===== config.mk =====
export PLATFORM = sky130hd
export DESIGN_NAME = bcd_serial_adder
export DESIGN_NICKNAME = d
export VERILOG_FILES = /design/src/rtl/bcd_serial_adder_pkg.sv /design/src/rtl/bcd_serial_adder_digit_add.sv /design/src/rtl/bcd_serial_adder.sv
export SDC_FILE = /design/constraint.sdc
export NUM_CORES = 1
export LEC_CHECK = 0
export ABC_AREA = 1
export CORE_MARGIN = 3
export CORE_UTILIZATION = 57
export CTS_BUF_LIST = sky130_fd_sc_hd__clkbuf_4 sky130_fd_sc_hd__clkbuf_8
export CTS_CLUSTER_SIZE = 8
export DETAILED_ROUTE_END_ITERATION = 10
export GPL_ROUTABILITY_DRIVEN = 0
export HOLD_SLACK_MARGIN = 0.03
export PLACE_DENSITY = 0.94
export SLEW_MARGIN = 20
export SYNTH_ARGS = -nofsm -noshare
export SYNTH_HDL_FRONTEND = slang
export SYNTH_SLANG_ARGS = --single-unit

===== constraint.sdc =====
create_clock -name clk -period 4.3 [get_ports clk]
set_input_delay 0.86 -clock clk [delete_from_list [all_inputs] [get_ports clk]]
set_output_delay 0.86 -clock clk [all_outputs]
set_load 0.05 [all_outputs]

===== src/rtl/bcd_serial_adder_pkg.sv =====
// Shared definitions for the digit-serial BCD adder: FSM state encoding,
// BCD constants and a digit range helper.
package bcd_serial_adder_pkg;

  typedef enum logic [1:0] {
    ST_IDLE = 2'd0,
    ST_RUN  = 2'd1,
    ST_DONE = 2'd2
  } state_t;

  localparam logic [3:0] BCD_MAX = 4'd9;
  localparam logic [3:0] BCD_ADJ = 4'd6;

  // A nibble above 9 is not a legal BCD digit.
  function automatic logic digit_bad(input logic [3:0] d);
    return (d > BCD_MAX);
  endfunction

endpackage


===== src/rtl/bcd_serial_adder_digit_add.sv =====
// Combinational one-digit BCD adder with decimal adjust; also flags
// operand digits that are out of BCD range.
module bcd_digit_add
  import bcd_serial_adder_pkg::*;
(
  input  logic [3:0] x,
  input  logic [3:0] y,
  input  logic       ci,
  output logic [3:0] s,
  output logic       co,
  output logic       bad
);

  logic [4:0] raw_s;
  logic [4:0] adj_s;

  // Binary add, then +6 adjust whenever the raw sum leaves the decimal range.
  always_comb begin
    raw_s = {1'b0, x} + {1'b0, y} + {4'b0000, ci};
    adj_s = raw_s + {1'b0, BCD_ADJ};
    bad   = digit_bad(x) | digit_bad(y);
    if (raw_s > {1'b0, BCD_MAX}) begin
      s  = adj_s[3:0];
      co = 1'b1;
    end else begin
      s  = raw_s[3:0];
      co = 1'b0;
    end
  end

endmodule


===== src/rtl/bcd_serial_adder.sv =====
// Digit-serial packed-BCD adder: latches two operands on start, adds one
// digit pair per clock LSD first, and reports the sum with a done pulse.
module bcd_serial_adder
  import bcd_serial_adder_pkg::*;
#(
  parameter int DIGITS = 4
) (
  input  logic                clk,
  input  logic                rst,
  input  logic                start,
  input  logic [4*DIGITS-1:0] a,
  input  logic [4*DIGITS-1:0] b,
  input  logic                cin,
  output logic                busy,
  output logic                done,
  output logic [4*DIGITS-1:0] result,
  output logic                cout,
  output logic                invalid
);

  localparam int W  = 4 * DIGITS;
  localparam int CW = $clog2(DIGITS + 1);
  localparam logic [CW-1:0] LAST = CW'(DIGITS - 1);

  state_t          state_r;
  state_t          state_nx_s;
  logic [W-1:0]    a_r;
  logic [W-1:0]    b_r;
  logic [W-1:0]    result_r;
  logic [CW-1:0]   count_r;
  logic            carry_r;
  logic            cout_r;
  logic            invalid_r;
  logic            busy_r;
  logic            done_r;

  logic            accept_s;
  logic            last_s;
  logic [3:0]      sum_s;
  logic            co_s;
  logic            bad_s;
  logic [W+3:0]    shifted_s;

  bcd_digit_add u_digit (
    .x   (a_r[3:0]),
    .y   (b_r[3:0]),
    .ci  (carry_r),
    .s   (sum_s),
    .co  (co_s),
    .bad (bad_s)
  );

  // Control decodes; the sum digit enters the result from the MSD end.
  always_comb begin
    accept_s  = start && ((state_r == ST_IDLE) || (state_r == ST_DONE));
    last_s    = (count_r == LAST);
    shifted_s = {sum_s, result_r};
  end

  // Next-state logic.
  always_comb begin
    state_nx_s = state_r;
    case (state_r)
      ST_IDLE: begin
        if (start) state_nx_s = ST_RUN;
        else       state_nx_s = ST_IDLE;
      end
      ST_RUN: begin
        if (last_s) state_nx_s = ST_DONE;
        else        state_nx_s = ST_RUN;
      end
      ST_DONE: begin
        if (start) state_nx_s = ST_RUN;
        else       state_nx_s = ST_IDLE;
      end
      default: state_nx_s = ST_IDLE;
    endcase
  end

  // State register.
  always_ff @(posedge clk) begin
    if (rst) state_r <= ST_IDLE;
    else     state_r <= state_nx_s;
  end

  // Operand/result shift registers, carry chain, counter and status flags.
  always_ff @(posedge clk) begin
    if (rst) begin
      a_r       <= '0;
      b_r       <= '0;
      result_r  <= '0;
      count_r   <= '0;
      carry_r   <= 1'b0;
      cout_r    <= 1'b0;
      invalid_r <= 1'b0;
      busy_r    <= 1'b0;
      done_r    <= 1'b0;
    end else begin
      busy_r <= (state_nx_s == ST_RUN);
      done_r <= (state_nx_s == ST_DONE);
      if (accept_s) begin
        a_r       <= a;
        b_r       <= b;
        carry_r   <= cin;
        invalid_r <= 1'b0;
        count_r   <= '0;
      end else if (state_r == ST_RUN) begin
        a_r       <= a_r >> 4;
        b_r       <= b_r >> 4;
        result_r  <= shifted_s[W+3:4];
        carry_r   <= co_s;
        invalid_r <= invalid_r | bad_s;
        count_r   <= count_r + CW'(1);
        if (last_s) cout_r <= co_s;
      end
    end
  end

  assign busy    = busy_r;
  assign done    = done_r;
  assign result  = result_r;
  assign cout    = cout_r;
  assign invalid = invalid_r;

endmodule


* Word level (Yosys, flattened, before mapping)
Cells that the tools add are included.
** Operators by class
- Mux-type cells :: 11
- Shifts and indexed selects :: 0
- $mul :: 0
- Div/mod/pow operators :: 0
- Magnitude comparators :: 3
- Reductions and logical operators :: 8
- Add/sub/neg operators :: 4
- Bitwise operators :: 3
- Equal/unequal tests :: 5
** Operator list (number)
- 16-bit 2-to-1 mux :: 4
- 4-bit > comparator, second input constant :: 2
- 4-bit by 4-bit adder with 5-bit output :: 1
- 5-bit by 1-bit adder with 5-bit output :: 1
- 5-bit by 4-bit > comparator with 1-bit output, second input constant :: 1
- 4-bit by 3-bit adder with 4-bit output, second input constant :: 1
- 2-bit by 1-bit == test with 1-bit output, second input constant :: 2
- 2-bit == test, second input constant :: 2
- 1-bit 2-to-1 mux :: 4
- 4-bit 2-to-1 mux :: 1
- 2-bit one-hot mux with 2 select lines :: 1
- 2-bit OR reduction :: 2
- 3-bit by 1-bit adder with 3-bit output, second input constant :: 1
- 3-bit by 2-bit == test with 1-bit output, second input constant :: 1
- 3-bit AND reduction :: 1
- 2-bit zero test :: 1
- 2-bit 2-to-1 mux :: 1
- 1-bit bitwise OR :: 2
- 2-bit AND reduction :: 1
- 2-bit nonzero test :: 1
- 1-bit logical AND :: 1
- 1-bit logical OR :: 1
- 1-bit NOT :: 1
** Word-level totals
- Input bits :: 36
- Memory bits (writable) :: 0
- Output and inout port bits :: 20
- Register bits after elaboration :: 58
- Latch bits :: 0
- Logic and storage cells :: 44
- Memories :: 0
- ROM bits :: 0

* Depth between registers and ports, before layout
- Depth after elaboration :: 6
- Mapped depth :: 15
- Depth with buffers taken out :: 15

* Modules after synthesis
Synthesis repeated with hierarchy kept, for this count alone.
** Unflattened totals
- Cells, all modules :: 396
- Area total of the unflattened synthesis :: 2753.9 sq um
** By module, submodules not included
- bcd_serial_adder :: seq. area each 1161.1 sq um, area each 2439.8 sq um, cells each 346, times used 1
- bcd_digit_add :: seq. area each 0.0 sq um, area each 314.1 sq um, cells each 50, times used 1

* Worst setup path before layout
Ideal clock, no wire load.
- Path type :: flip-flop to flip-flop
- Start point :: register a_r[0]
- End point :: register result_r[15], in the netlist result[15]
- Slack :: 2075 ps
- Arrival time :: 2117 ps
- Data required time :: 4191 ps
- Buffers on the path :: 0
- Library setup time :: 109 ps
- Period minus slack after synthesis :: 2225 ps
- Cell stages (with the launch flop) :: 16
- Cells stage by stage :: dfxtp_1 > fa_1 > fa_1 > inv_1 > nand2_2 > nand2_4 > ha_1 > inv_1 > nor2_1 > a21oi_4 > nand2_4 > nand2_4 > nand2_2 > nand3_1 > nand2_1 > inv_1
** Between the ends
- Word-level cells in the longest chain between the ends :: 4
- Elaborated cells between the ends (all ways) :: 5
- Those cells by class :: add/sub: 3; order compare: 1; mux: 1
** Ends and longest elaborated chain
- from (decl) :: line bcd_serial_adder.sv:27 : logic [W-1:0] a_r;
- from (signal assigned) :: line bcd_serial_adder.sv:108 : a_r <= a_r >> 4;
- 4-bit by 4-bit adder with 5-bit output * :: line bcd_serial_adder_digit_add.sv:19 : raw_s = {1'b0, x} + {1'b0, y} + {4'b0000, ci};
- 5-bit by 1-bit adder with 5-bit output * :: line bcd_serial_adder_digit_add.sv:19
- 4-bit by 3-bit adder with 4-bit output or 5-bit by 4-bit > comparator with 1-bit output (tied branches) :: line bcd_serial_adder_digit_add.sv:20, bcd_serial_adder_digit_add.sv:22
- 4-bit 2-to-1 mux * :: line bcd_serial_adder_digit_add.sv:22 : if (raw_s > {1'b0, BCD_MAX}) begin
- to (signal assigned) :: line bcd_serial_adder.sv:110 : result_r <= shifted_s[W+3:4];
- to (decl) :: line bcd_serial_adder.sv:29 : logic [W-1:0] result_r;
Every way passes the cells marked *; elsewhere a longest branch is shown, timed or not.
A chain may end at the register's enable or synchronous reset.

* Worst setup path in the final report
Ends and elaborated chain as after synthesis.

==> flow_metrics.env <==
export IMPL_pin_count=56
export IMPL_arrival_ns=2.78
export IMPL_grt_max_degree=54
export IMPL_vias=2450
export IMPL_synth_top_area_share_pct=43.5
export IMPL_seqCellArea_um2=1160
export IMPL_cp_required_ns=4.54
export IMPL_htree_levels=3
export IMPL_track_usage_pct=25.5
export IMPL_drv_cap=0
export IMPL_tns_ns=0
export IMPL_crit_fanout=5
export IMPL_period_share_pct=59.1
export IMPL_status="completed"
export IMPL_fmax_mhz=393
export IMPL_synth_xor_xnor_area_share_pct=0
export IMPL_ys_types=29
export IMPL_worstSetupEndpointType="register"
export IMPL_worstSetupPathType="reg -> reg"
export IMPL_cts_max_path_buffers=2
export IMPL_n_fill_cell=304
export IMPL_drt_iter0_drc=167
export IMPL_routed_wl_um=6610
export IMPL_period_minus_slack_ns=2.54
export IMPL_hold_class="reg -> reg"
export IMPL_cts_tree="built"
export IMPL_core_um2=4440
export IMPL_first_global_vias=2407
export IMPL_layout_cells_non_filler=434
export IMPL_grt_pass1_wl_um=10700
export IMPL_final_hold_viol_count=0
export IMPL_async_flop_share_pct=0
export IMPL_fin_worst_skew_ns=0.00665
export IMPL_setup_viol=0
export IMPL_grt_setup_unrepaired="false"
export IMPL_synthTopCellsByArea="dfxtp_1 44%, nand2_1 9.0%, nand3_1 8.3%"
export IMPL_multiInputGateArea_um2=1330
export IMPL_cts_buffers=9
export IMPL_synthMuxAreaShare_pct=0
export IMPL_post_synth_and_or_nand_nor_area_fraction_pct=28.6
export IMPL_synthAdderAreaFrac_pct=4.31
export IMPL_dieArea_um2=5540
export IMPL_finish_utilization_pct=75.7
export IMPL_seq_area_frac_synth_pct=43.5
export IMPL_m1WireLength_um=2650
export IMPL_timing_slew_headroom_pct=55.8
export IMPL_ir_drop_mv=0.319
export IMPL_top_layer="met4"
export IMPL_slew_viol_final=0
export IMPL_synth_area_per_cell_um2=8.09
export IMPL_p_leak_nw=1.31
export IMPL_synth_top_area_cell="dfxtp_1"
export IMPL_dp_slack_ns=1.73
export IMPL_power_density_nw_per_um2=410
export IMPL_critPathLaunchType="register"
export IMPL_dp_hpwl_um=4250
export IMPL_post_cts_buffers=0
export IMPL_row_count=24
export IMPL_cts_clk_slew_worst_paths_ns=0.06
export IMPL_numClockSinks=58
export IMPL_overflow=0
export IMPL_syn_nets=374
export IMPL_start_util_pct=60.1
export IMPL_yosys_warnings=0
export IMPL_nets=421
export IMPL_syn_area_um2=2670
export IMPL_drtPass1Iterations=4
export IMPL_synth_compound_area_share_pct=16.7
export IMPL_ctsResizeCount=0
export IMPL_stdcell_area_um2=3360
export IMPL_die_x_um=74.4
export IMPL_wl_met3_um=370
export IMPL_synthFlopType="dfxtp_1"
export IMPL_ant_nets=0
export IMPL_routed_via_density=5.65
export IMPL_synth_edf_count=0
export IMPL_io_buffers=55
export IMPL_route_detailed_drc=0
export IMPL_wl_per_cell_um=15.2
export IMPL_synth_top_family_by_area="simple AND/OR/NAND/NOR gates"
export IMPL_clock_latency_ns=0.34
export IMPL_insertedDiodeCount=0
export IMPL_dpl_cell_area_um2=3170
export IMPL_hold_buffers=0
export IMPL_root_buffer="clkbuf_8"
export IMPL_drive_above_1_share_pct=14.9
export IMPL_final_setup_worst_slack_ns=1.76
export IMPL_die_h_um=74.4
export IMPL_antenna_found_initial=0
export IMPL_ys_ff_latch=58
export IMPL_syn2layout_area_growth_pct=26.1
export IMPL_tightest_slew_ns=0.664
export IMPL_synth_cells=330
export IMPL_wl_met2_um=3480
export IMPL_dp_cells=418
## path summary, 6_finish.rpt
kind,start,end,slack [ns],cells after the start
setup / recovery,a_r[0],result[15],1.76,15
hold / removal,b_r[13],b_r[13],0.46,2
setup reg to reg,a_r[0],result[15],1.76,15
hold reg to reg,b_r[13],b_r[13],0.46,2
## logic make-up after synthesis
group	Yosys count
DFF	58
buffers and inverters	35
adders and majority gates	8
AOI/OAI and AO/OA	63
and+or+nand+nor	166
## critical path, cell delays in order (launching register included)
cell	delay, ns
dfxtp_1	0.33
fa_1	0.48
fa_1	0.42
inv_1	0.09
nand2_2	0.07
nand2_4	0.07
ha_1	0.17
inv_1	0.08
nor2_1	0.21
a21oi_4	0.06
nand2_4	0.10
nand2_4	0.07
nand2_2	0.06
nand3_1	0.08
nand2_1	0.10
inv_1	0.04
## layout by cell type (no fill, tap or decap), types with 11 or more instances in the layout
master           count
a31oi_1             14
nand3_1             44
nor2_1              37
o21ai_0             17
a21oi_1             15
dfxtp_1             58
nand2_2             16
nand2_1             64
clkdlybuf4s50_1     55
inv_1               11
clkbuf_8            12
## cell usage after synthesis, types with 2 or more instances
master,n
inv_1,11
nor2_1,37
a31oi_1,14
a21oi_1,15
nand2_4,3
fa_1,2
ha_1,6
nand2_1,64
buf_2,7
inv_4,2
dfxtp_1,58
buf_6,3
a31oi_2,10
o21ai_0,17
a211oi_2,2
clkbuf_1,7
nand3_1,44
a21oi_2,2
nand2_2,16
## layout make-up
cell class	instances	area share, %
multi-input cells	237	39.4
flip-flops and latches	58	34.5
repair buffers	57	16.8
clock buffers	14	5.36
well taps	52	1.93
inverters	14	1.71
clock inverters	2	0.298
## routing by layer
layer / global-route usage [%] / up-vias
met3: 8.24 / 13
met5: 0 / -
met4: 9.29 / 0
met2: 44.2 / 74
li1: - / 1204
met1: 29.4 / 1159
## where the power goes
part | internal [mW] | leakage, nW | switching [mW] | total, mW
Sequential | 0.576 | 0.476 | 0.0265 | 0.602
Combinational | 0.113 | 0.733 | 0.192 | 0.305
Clock | 0.267 | 0.103 | 0.205 | 0.473
Total | 0.956 | 1.31 | 0.424 | 1.38
## sequential cells by signal (all words and copies together), names as in the netlist
| name | count |
|---|---|
| invalid | 1 |
| carry_r | 1 |
| result | 16 |
| count_r | 3 |
| done | 1 |
| b_r | 16 |
| state_r | 2 |
| cout | 1 |
| busy | 1 |
| a_r | 16 |
## metrics by stage
step | power (mW) | hold WS [ns]
final | 1.38 | 0.460
after global routing | 1.43 | 0.493
after CTS | 1.38 | 0.462
after detailed placement | 0.911 | 0.455
after global placement | 0.897 | 0.449
after floorplan | 0.824 | 0.439
Note: power is estimated with default switching activity, not from simulation.
